### src/rtl/rv32_imm_enc_if.sv
// rtl/rv32_imm_enc_if.sv - shared types and request/response bus for the immediate encoder
package rv32_imm_enc_pkg;
  typedef logic [31:0] rv_imm_t;
  typedef logic [31:0] rv32_instr_t;
  typedef enum logic [2:0] {
    RV32_I = 3'd0,
    RV32_S = 3'd1,
    RV32_B = 3'd2,
    RV32_U = 3'd3,
    RV32_J = 3'd4
  } rv32_type_enum_t;
endpackage

interface rv32_imm_enc_if;
  import rv32_imm_enc_pkg::*;

  logic            in_valid;
  logic            in_ready;
  rv32_type_enum_t in_type;
  rv_imm_t         in_imm;
  rv32_instr_t     in_base;
  logic            out_valid;
  logic            out_ready;
  logic [31:0]     out_instr;
  logic            out_err;

  modport master (
    output in_valid, in_type, in_imm, in_base, out_ready,
    input  in_ready, out_valid, out_instr, out_err
  );

  modport slave (
    input  in_valid, in_type, in_imm, in_base, out_ready,
    output in_ready, out_valid, out_instr, out_err
  );
endinterface

### src/rtl/rv32_imm_enc.sv
// rtl/rv32_imm_enc.sv - packs an immediate into an RV32 instruction word, buffered in an output FIFO
module rv32_imm_enc
  import rv32_imm_enc_pkg::*;
#(
  parameter int FIFO_DEPTH = 4,
  parameter int ERR_CNT_W  = 8
) (
  input  logic                          clk,
  input  logic                          rst_n,
  input  logic                          flush,
  rv32_imm_enc_if.slave                 bus,
  output logic [$clog2(FIFO_DEPTH):0]   level,
  output logic [ERR_CNT_W-1:0]          err_cnt
);
  localparam int PTR_W = $clog2(FIFO_DEPTH);
  localparam int LVL_W = PTR_W + 1;

  rv_imm_t      imm;
  logic [31:0]  enc_instr;
  logic         enc_err;
  logic         i_range_err;
  logic         j_range_err;

  assign imm         = bus.in_imm;
  // Signed 12-bit (and 20-bit for J) fields fit only when all bits above the sign bit match it.
  assign i_range_err = !((&imm[31:11]) || !(|imm[31:11]));
  assign j_range_err = !((&imm[31:19]) || !(|imm[31:19]));

  always_comb begin
    enc_instr = bus.in_base;
    enc_err   = 1'b0;
    case (bus.in_type)
      RV32_S: begin
        enc_instr[31:25] = imm[11:5];
        enc_instr[11:7]  = imm[4:0];
        enc_err          = i_range_err;
      end
      RV32_B: begin
        enc_instr[31]    = imm[11];
        enc_instr[7]     = imm[10];
        enc_instr[30:25] = imm[9:4];
        enc_instr[11:8]  = imm[3:0];
        enc_err          = i_range_err;
      end
      RV32_U: begin
        enc_instr[31:12] = imm[31:12];
        enc_err          = |imm[11:0];
      end
      RV32_J: begin
        enc_instr[31]    = imm[19];
        enc_instr[19:12] = imm[18:11];
        enc_instr[20]    = imm[10];
        enc_instr[30:21] = imm[9:0];
        enc_err          = j_range_err;
      end
      default: begin
        enc_instr[31:20] = imm[11:0];
        enc_err          = i_range_err;
      end
    endcase
  end

  logic [32:0]      mem [FIFO_DEPTH];
  logic [PTR_W-1:0] wr_ptr;
  logic [PTR_W-1:0] rd_ptr;
  logic             full;
  logic             empty;
  logic             push;
  logic             pop;

  assign full          = (level == LVL_W'(FIFO_DEPTH));
  assign empty         = (level == '0);
  assign bus.in_ready  = !full;
  assign bus.out_valid = !empty;
  assign push          = bus.in_valid && !full && !flush;
  assign pop           = !empty && bus.out_ready;
  assign bus.out_instr = empty ? 32'd0 : mem[rd_ptr][31:0];
  assign bus.out_err   = empty ? 1'b0  : mem[rd_ptr][32];

  always_ff @(posedge clk) begin
    if (!rst_n) begin
      wr_ptr  <= '0;
      rd_ptr  <= '0;
      level   <= '0;
      err_cnt <= '0;
    end else if (flush) begin
      wr_ptr <= '0;
      rd_ptr <= '0;
      level  <= '0;
    end else begin
      if (push) begin
        mem[wr_ptr] <= {enc_err, enc_instr};
        wr_ptr      <= wr_ptr + 1'b1;
        if (enc_err && !(&err_cnt)) begin
          err_cnt <= err_cnt + 1'b1;
        end
      end
      if (pop) begin
        rd_ptr <= rd_ptr + 1'b1;
      end
      case ({push, pop})
        2'b10:   level <= level + 1'b1;
        2'b01:   level <= level - 1'b1;
        default: level <= level;
      endcase
    end
  end
endmodule

### src/flat_wrapper.sv
// flat-port wrapper written by rule: the top's interface ports become plain ports
module rv32_imm_enc_flat import rv32_imm_enc_pkg::*;
#(
  parameter int FIFO_DEPTH = 4,
  parameter int ERR_CNT_W  = 8
)
  (clk, rst_n, flush, level, err_cnt, bus_in_valid, bus_in_type, bus_in_imm, bus_in_base, bus_out_ready, bus_in_ready, bus_out_valid, bus_out_instr, bus_out_err);
  rv32_imm_enc_if bus_i ();
  input  logic clk;
  input  logic rst_n;
  input  logic flush;
  output logic [$clog2(FIFO_DEPTH):0] level;
  output logic [ERR_CNT_W-1:0] err_cnt;
  input wire logic [$bits(bus_i.in_valid)-1:0] bus_in_valid;
  input wire logic [$bits(bus_i.in_type)-1:0] bus_in_type;
  input wire logic [$bits(bus_i.in_imm)-1:0] bus_in_imm;
  input wire logic [$bits(bus_i.in_base)-1:0] bus_in_base;
  input wire logic [$bits(bus_i.out_ready)-1:0] bus_out_ready;
  output wire logic [$bits(bus_i.in_ready)-1:0] bus_in_ready;
  output wire logic [$bits(bus_i.out_valid)-1:0] bus_out_valid;
  output wire logic [$bits(bus_i.out_instr)-1:0] bus_out_instr;
  output wire logic [$bits(bus_i.out_err)-1:0] bus_out_err;
  assign bus_i.in_valid = bus_in_valid;
  assign bus_i.in_type = bus_in_type;
  assign bus_i.in_imm = bus_in_imm;
  assign bus_i.in_base = bus_in_base;
  assign bus_i.out_ready = bus_out_ready;
  assign bus_in_ready = bus_i.in_ready;
  assign bus_out_valid = bus_i.out_valid;
  assign bus_out_instr = bus_i.out_instr;
  assign bus_out_err = bus_i.out_err;
  rv32_imm_enc #(.FIFO_DEPTH(FIFO_DEPTH), .ERR_CNT_W(ERR_CNT_W)) u_core (.clk(clk), .rst_n(rst_n), .flush(flush), .bus(bus_i), .level(level), .err_cnt(err_cnt));
endmodule
### config.mk
export PLATFORM = sky130hd
export DESIGN_NAME = rv32_imm_enc_flat
export DESIGN_NICKNAME = d
export VERILOG_FILES = /design/src/rtl/rv32_imm_enc_if.sv /design/src/rtl/rv32_imm_enc.sv /design/src/flat_wrapper.sv
export SDC_FILE = /design/constraint.sdc
export NUM_CORES = 1
export LEC_CHECK = 0
export ABC_AREA = 1
export CAP_MARGIN = 10
export CORE_MARGIN = 4
export CORE_UTILIZATION = 50
export CTS_BUF_LIST = sky130_fd_sc_hd__clkbuf_4
export DETAILED_ROUTE_END_ITERATION = 12
export PLACE_DENSITY = 0.87
export SYNTH_ARGS = -nofsm -noshare
export SYNTH_HDL_FRONTEND = slang
export SYNTH_SLANG_ARGS = --single-unit
### constraint.sdc
create_clock -name clk -period 3.4 [get_ports clk]
set_input_delay 0.68 -clock clk [delete_from_list [all_inputs] [get_ports clk]]
set_output_delay 0.68 -clock clk [all_outputs]
set_load 0.01 [all_outputs]
# Word level (Yosys, flattened, before mapping)
# Memory sizes are Yosys's and may differ from the RTL's. A register that Yosys moved wholly into a read port is not among the register bits.
# Index checks and enable logic that the tools add are counted.
word_totals:
  output_inout_bits: 46
  ramBits: 132
  reg_bits: 15
  inputBits: 72
  memories: 1
classes:
  mux: 14
  add_sub_neg: 5
  n_eq_ne: 7
  reduce_logical: 25
  n_bitwise: 2
memory_table:
  columns: ["name", "depth", "word_bits", "read_ports", "rd_clocked_by_memory_dff", "write_ports", "line", "text"]
  rows:
  - ["u_core.mem", 4, 33, 1, 1, 1, "rv32_imm_enc.sv:63", "logic [32:0] mem [FIFO_DEPTH];"]
ops:
  columns: ["op", "n"]
  rows:
  - ["32-bit 2-to-1 mux", 1]
  - ["7-bit one-hot mux with 3 select lines", 1]
  - ["21-bit AND reduction", 1]
  - ["21-bit OR reduction", 1]
  - ["8-bit one-hot mux with 2 select lines", 1]
  - ["5-bit one-hot mux with 3 select lines", 1]
  - ["13-bit AND reduction", 1]
  - ["13-bit OR reduction", 1]
  - ["12-bit OR reduction", 1]
  - ["5-bit one-hot mux with 2 select lines", 1]
  - ["8-bit by 1-bit adder with 8-bit output (second input constant)", 1]
  - ["1-bit zero test", 8]
  - ["8-bit AND reduction", 1]
  - ["3-bit by 2-bit equality test with 1-bit output (second input constant)", 2]
  - ["3-bit equality test (second input constant)", 2]
  - ["3-bit one-hot mux with 2 select lines", 1]
  - ["1-bit 2-to-1 mux", 5]
  - ["2-bit by 1-bit adder with 2-bit output (second input constant)", 2]
  - ["1-bit logical AND", 4]
  - ["2-bit 2-to-1 mux", 2]
  - ["2-bit OR reduction", 2]
  - ["3-bit by 1-bit adder with 3-bit output (second input constant)", 1]
  - ["3-bit by 1-bit equality test with 1-bit output (second input constant)", 1]
  - ["3-bit zero test", 1]
  - ["8 further kinds", 10]

# Logic depth before layout (Yosys ltp)
# Gate-level depths: netlist (run 1).
logic_depth:
  ltp_word: 8
  ltp_mapped: 12
  ltp_nobuf: 12

# Least setup slack after synthesis (run 1)
# Ideal clock, no wire load.
synth_timing:
  path_kind: "input -> register"
  from: "input bus_in_valid"
  to: "memory u_core.mem[0][0] (enable)"
  arrival_time_ns: 2.348
  path_slack_ns: 0.628
  setup_time_ns: 0.423
  cell_stages: 4
  path_cell_list: "nand2_2 -> nor2_2 -> nand2_1 -> nor2_1"
synth_between:
  elab_chain_len: 6
synth_rtl:
  columns: ["element", "line", "text"]
  rows:
  - ["start, declared", "flat_wrapper.sv:14", "input wire logic [$bits(bus_i.in_valid)-1:0] bus_in_valid;"]
  - ["1-bit logical AND (2 in a row)", "rv32_imm_enc.sv:75", "assign push = bus.in_valid && !full && !flush;"]
  - ["1-bit 2-to-1 mux", "rv32_imm_enc.sv:91", "if (push) begin"]
  - ["1-bit 2-to-1 mux", "rv32_imm_enc.sv:86", "end else if (flush) begin"]
  - ["1-bit 2-to-1 mux", "rv32_imm_enc.sv:81", "if (!rst_n) begin"]
  - ["1-bit 2-to-1 mux (implied by the code)", "rv32_imm_enc.sv:92", "mem[wr_ptr] <= {enc_err, enc_instr};"]
  - ["end, declared", "rv32_imm_enc.sv:63", null]
# No other way between the ends.

==> metrics.cfg, run 1 <==
[outcome]
status=finished, final reports clean

[power]
p_comb_share_pct=11.1
p_leak_nw=2.96
swShare_pct=24.1
pwr-share-seq_pct=56.8
irDropWorstVdd_mv=0.180
clockPowerShare_pct=32.2
power_switching_uw=867
p_int_mw=2.74
power_density_nw_per_um2=429

[global_routing]
antenna_found_initial=1
grt_pass1_wl_mm=23.9
grt_pass1_vias=4915
grt_usage_pct=20.4
grt-ovfl-total=0
grt_max_degree=53

[synth]
synth_compound_area_share_pct=12.7
syn_area_um2=6720
synth_top_family_by_area=simple AND/OR/NAND/NOR gates
synthAdderAreaFrac_pct=1.42
yosys_warnings=0
synthSimpleGateAreaFrac_pct=16.5
seq_area_frac_synth_pct=64.1
synth-seq-cells=149
postSynthAreaPerCell_um2=10.1
synthesis.nets=741
synth_xor_area_share_pct=0.783
yosysUniqueCellTypes=33
synth_mux_area_share_pct=0
syn_inst=662

[setup_path]
r2r_start=u_core.level[0]
critPathRequiredTime_ns=2.72
worstPathArrival_ns=2.56
max_stage_delay_ns=0.56
reg2reg_to=u_core.level[2]
timing.critical_path.buf_inv=3
r2r_setup_slack_ns=1.16
critPathCaptureType=output pin
path_delay_family=buffers and inverters
cp_slowest_cell=clkdlybuf4s50_1
crit_chain=clkinvlp_4 > buf_4 > nor2_1 > o21ai_0 > a21oi_1 > clkdlybuf4s50_1
reg2reg_depth=12
crit_fanout=11
start_kind=flop
critPathKind=flop to output pin

[die]
die_y_um=124
core_um2=13200
die_width_um=124
start_util_pct=50.9
die_area_um2=15300
rows=42
pin_count=118

[routing]
first_pass_iters=5
ant_nets=0
routed_wl_mm=15.7
viasPerCell=5.39
drt_iter0_markers=506
route.detailed.drc=0
routedWlPerCell_um=16.3
num_vias=5199

[cells_and_area]
nets=854
layout.cells.most_common_list=nor2_1 (157), edfxtp_1 (132), clkdlybuf4s50_1 (110)
final_common_cell=nor2_1
fin_area_um2=8400
fill_cells=1013
syn2layout_area_growth_pct=25.1
drive_above_1_share_pct=9.26

[run]
timing.max_cap.violations=0

[sta]
fmax_mhz=309
finalHoldViolCount=0
grt_setup_unrepaired=false
max_slew_margin_pct=64.3
slew_viol_final=0
finalCritPeriodShare_pct=95.3
fin_tns_setup_ns=0
skew_ns=0.0219
fin_crit_ns=3.24
max_slew.worst_pin.slew_ns=0.536
setup_viol=0

[hold_path]
min_path_cells=2
hold_start=u_core.rd_ptr[1]
hold_path.class=flop to flop

[clock_network]
cts.sink_count=149
hold_buffers=0
htreeDepth=4
cts_buffers=17
clkTransAtPathRegs_ns=0.14
cts_max_path_buffers=2
tritoncts=built
clk_latency_ns=0.53
ctsRootBufferMaster=clkbuf_4

[placement]
post-dp-hpwl_mm=10.1
gp_congestion=0.936
port_buffers=110
place_area_um2=8040

[Yosys cell counts (all sizes together)]
cell | number | share of area, %
xor2 | 3 | 0.39
nand4 | 3 | 0.28
ha | 6 | 1.1
a22oi | 1 | 0.11
clkbuf | 20 | 1.1
nor2 | 163 | 9.3
nand3 | 27 | 2.2
edfxtp | 132 | 59
o2111ai | 3 | 0.39
nor3 | 5 | 0.52
o221ai | 18 | 2.3
nand3b | 1 | 0.11
o21a | 1 | 0.11
fa | 1 | 0.30
dfxtp | 17 | 5.1
inv | 46 | 2.6
nand2 | 71 | 4.1
a21oi | 52 | 3.9
o21ai | 74 | 5.5
o22ai | 2 | 0.19
clkinv | 1 | 0.056
buf | 11 | 0.86
xnor2 | 3 | 0.39
o211ai | 1 | 0.11
[cell families (layout without fill, tap and decap cells)]
family,after synthesis,in the layout
AND/OR/NAND/NOR,270,270
AO/OA/AOI/OAI,152,152
flip-flops,149,149
buffers and inverters,78,204
adder cells (fa/ha/maj),7,7
XOR/XNOR,6,6
other,0,1
[per-layer routing]
layer,share of wire (%),vias to the layer above,GRT usage [%]
li1,-,2540,-
met2,49,198,34.1
met4,2.1,0,7.19
met3,6.9,23,4.81
met1,42,2438,26.2
met5,0,-,0
[flip-flops by register name (all words and copies together), names as in the netlist, named ones only]
| register | cells |
|---|---|
| u_core.rd_ptr | 2 |
| u_core.mem | 132 |
| u_core.err_cnt | 8 |
| u_core.level | 3 |
| u_core.wr_ptr | 2 |
[metrics by stage]
stage | total power, mW | setup WS, ns | hold slack [ns] | std cells | utilization [%]
after floorplan | 2.26 | 0.628 | 0.442 | 662 | -
after global placement | 2.47 | 0.498 | 0.455 | 929 | 61.0
after detailed placement | 2.48 | 0.465 | 0.464 | 929 | 61.0
after CTS | 3.61 | 0.0151 | 0.484 | 961 | 63.4
after global routing | 3.74 | 0.0308 | 0.527 | 965 | 63.7
final | 3.60 | 0.161 | 0.485 | 965 | 63.7
[worst max path at each step]
stage,from,to,slack [ns],depth (start not counted)
floorplan,bus_in_valid,u_core.mem[0][0],0.63,4
global placement,flop,bus_out_instr[21],0.50,6
detailed placement,flop,bus_out_instr[30],0.46,6
CTS,flop,bus_out_instr[30],0.02,6
global route,flop,bus_out_instr[30],0.03,5
finish,flop,bus_out_instr[17],0.16,6
[timing repair]
item | CTS | global route
cloned | 0 | 1
setup endpoints to repair | 11 | 21
setup buffers | 0 | 2
resized for setup | 3 | 4
endpoints found under the hold margin | 0 | 0
[power groups by stage]
stage / Clock [mW] / Combinational (mW) / Sequential [mW]
3_5_place_dp: 0 / 0.393 / 2.09
5_1_grt: 1.26 / 0.434 / 2.05
4_1_cts: 1.17 / 0.396 / 2.05
2_1_floorplan: 0 / 0.181 / 2.08
3_3_place_gp: 0 / 0.385 / 2.09
6_report: 1.16 / 0.398 / 2.04
[worst reg2reg max path, cell delays in order, from the launching register on]
cell and delay (ns):
dfxtp_1 0.40, nor3_4 0.43, buf_12 0.26, inv_2 0.06, nand2_1 0.06, inv_2 0.06, ha_1 0.19, inv_1 0.10
fa_1 0.20, a21oi_1 0.07, o21a_1 0.11, o21ai_0 0.14, a21oi_1 0.05
[area by class of cell]
class	count	area (µm²)	area share, %
Sequential cell	149	4310	51.3
Antenna cell	1	2.50	0.0298
Multi-Input combinational cell	435	2140	25.5
Tap cell	176	220	2.62
Inverter	47	183	2.17
Timing Repair inverter	1	7.51	0.0894
Clock inverter	14	176	2.10
Clock buffer	18	135	1.61
Timing Repair Buffer	124	1230	14.7
(Power assumes the default switching activity.)
==> run 2: changes to the inputs <==
--- a/config.mk
+++ b/config.mk
@@ -8,10 +8,11 @@
 export ABC_AREA = 1
 export CAP_MARGIN = 10
 export CORE_MARGIN = 4
-export CORE_UTILIZATION = 50
+export CORE_UTILIZATION = 38
 export CTS_BUF_LIST = sky130_fd_sc_hd__clkbuf_4
 export DETAILED_ROUTE_END_ITERATION = 12
-export PLACE_DENSITY = 0.87
+export HOLD_SLACK_MARGIN = 0.12
+export PLACE_DENSITY = 0.72
 export SYNTH_ARGS = -nofsm -noshare
 export SYNTH_HDL_FRONTEND = slang
 export SYNTH_SLANG_ARGS = --single-unit
==> run 2 against run 1 <==
Via count down 1.2%. Die area up 29%. Sequential share of layout area up 0.22 points. Non-clock buffer count unchanged. Combinational power about the same. Clock power down 21%. Total power down 6.7%. Critical endpoint is now bus_out_instr[6]. Largest cell class unchanged.
==> metrics.cfg, run 2 (synthesis results as in run 1) <==
[outcome]
status=finished, final reports clean

[global_routing]
use_met1_pct=20.5  ; -5.8 points
use_met2_pct=27.3  ; -6.8 points
grt-ovfl-total=0  ; unchanged
gr-usage-met3_pct=3.77  ; -1.0 points
grt_pass1_wl_mm=25.0  ; +4.6%
antenna_found_initial=1  ; unchanged
grt-busiest-layer=met2
grt_pass1_vias=4804  ; -2.3%
grt_usage_pct=16.2  ; -4.2 points
grt_max_degree=34  ; -36%

[setup_path]
worstPathArrival_ns=2.67  ; +0.11 ns
critPathRequiredTime_ns=2.72  ; about the same
start_kind=flop
r2r_start=u_core.level[0]
critPathCaptureType=output pin
crit_fanout=27  ; +16
reg2reg_to=u_core.level[2]
critPathKind=flop to output pin
reg2reg_depth=12  ; unchanged
r2r_setup_slack_ns=1.13  ; -0.03 ns

[sta]
fmax_mhz=298  ; -3.4%
whs_ns=0.475  ; -0.00931 ns
grt_setup_unrepaired=true
max_slew_margin_pct=27.9  ; -36 points
slew_viol_final=0  ; unchanged
fin_tns_setup_ns=0  ; unchanged
finalCritPeriodShare_pct=98.7  ; +3.4 points
finalHoldViolCount=0  ; unchanged
setup_viol=0  ; unchanged
fin_crit_ns=3.35  ; +0.116 ns
max_slew.worst_pin.slew_ns=1.08  ; +0.544 ns
skew_ns=0.0180  ; -0.00391 ns

[routing]
routed_wl_mm=15.8  ; +0.64%
num_vias=5135  ; -1.2%
route.detailed.drc=0  ; unchanged
drt_iter0_markers=277  ; -45%
routedWlPerCell_um=15.6  ; -4.1%
viasPerCell=5.07  ; -5.9%
ant_nets=0  ; unchanged
first_pass_iters=5  ; unchanged

[power]
irDropWorstVdd_mv=0.191  ; +6.5%
p_leak_nw=2.92  ; -1.3%
power_density_nw_per_um2=402  ; -6.3%

[die]
core_um2=17300  ; +31%
pin_count=118  ; unchanged
die_area_um2=19900  ; +29%
die_y_um=141  ; +14%
rows=48  ; +14%
start_util_pct=38.8  ; -12 points
die_width_um=141  ; +14%

[clock_network]
hold_buffers=0  ; unchanged
ctsRootBufferMaster=clkbuf_4
cts.sink_count=149  ; unchanged
clk_latency_ns=0.54  ; about the same
cts_buffers=17  ; unchanged
htreeDepth=4  ; unchanged
tritoncts=built
cts_max_path_buffers=2  ; unchanged
clkTransAtPathRegs_ns=0.13  ; about the same
cts_setup_buffers=0  ; unchanged

[cells_and_area]
reg.largest.list=u_core.mem x132, u_core.err_cnt x8, u_core.level x3
nets=853  ; -0.12%
layout.cells.most_common_list=nor2_1 (157), edfxtp_1 (132), clkdlybuf4s50_1 (110)
final_common_cell=nor2_1
syn2layout_area_growth_pct=24.6
utilization_pct=48.4  ; -15 points
drive_above_1_share_pct=8.89  ; -0.37 points
largest_reg_flops=132  ; unchanged
regMostFlops=u_core.mem

[placement]
gp_congestion=0.886  ; -5.4%
post-dp-hpwl_mm=10.5  ; +4.3%
port_buffers=110  ; unchanged

[run]
timing.max_cap.violations=0  ; unchanged

[hold_path]
min_path_cells=2  ; unchanged
min_delay_worst_endpoint=u_core.rd_ptr[1]
hold_path.class=flop to flop
hold_start=u_core.rd_ptr[1]

[run 2: area by class of cell]
| class | count | area [µm²] |
|---|---|---|
| diodes | 1 | 2.50 |
| clock buffers | 17 | 128 |
| clock inverters | 15 | 108 |
| fillers | 1600 | 8930 |
| inverters | 47 | 178 |
| multi-input cells | 435 | 2140 |
| flip-flops and latches | 149 | 4310 |
| well taps | 225 | 282 |
| repair buffers | 124 | 1220 |
[run 2: through the flow]
stage	cells	total power, mW	setup slack [ns]	instance area (µm²)
after floorplan	662	2.26	0.628	6720
after global placement	980	2.48	0.596	8120
after detailed placement	980	2.48	0.592	8120
after CTS	1012	3.40	-0.0529	8360
after global routing	1013	3.51	-0.174	8370
final	1013	3.36	0.0450	8370
[run 2: timing repair]
item	CTS	global route
endpoints found under the setup margin	10	17
endpoints found under the hold margin	0	0
resized for setup	1	2
[run 2: worst max-delay path by stage]
stage | slack (ns) | cells past startpoint | end
floorplan | 0.63 | 4 | u_core.mem[0][0]
global placement | 0.60 | 6 | bus_out_instr[3]
detailed placement | 0.59 | 6 | bus_out_instr[21]
CTS | -0.05 | 6 | bus_out_instr[6]
global route | -0.17 | 6 | bus_out_instr[5]
finish | 0.05 | 6 | bus_out_instr[6]
[run 2: power breakdown]
group          switching, mW  internal (mW)
Combinational          0.223          0.176
Sequential            0.0110           2.03
Clock                  0.629          0.289
[run 2: worst max-delay path, cell delays in order (launching register included)]
cell and delay, ns:
dfxtp_1 0.33, inv_1 0.77, buf_4 0.31, nor2_1 0.06
o21ai_0 0.07, a21oi_1 0.08, clkdlybuf4s50_1 0.50
[run 2: routing by layer]
layer / part of all wire (%) / up-vias / routed length [µm]
li1: - / 2542 / -
met1: 43 / 2416 / 6870
met2: 48 / 163 / 7650
met3: 6.9 / 14 / 1090
met4: 1.3 / 0 / 204
met5: 0 / - / 0
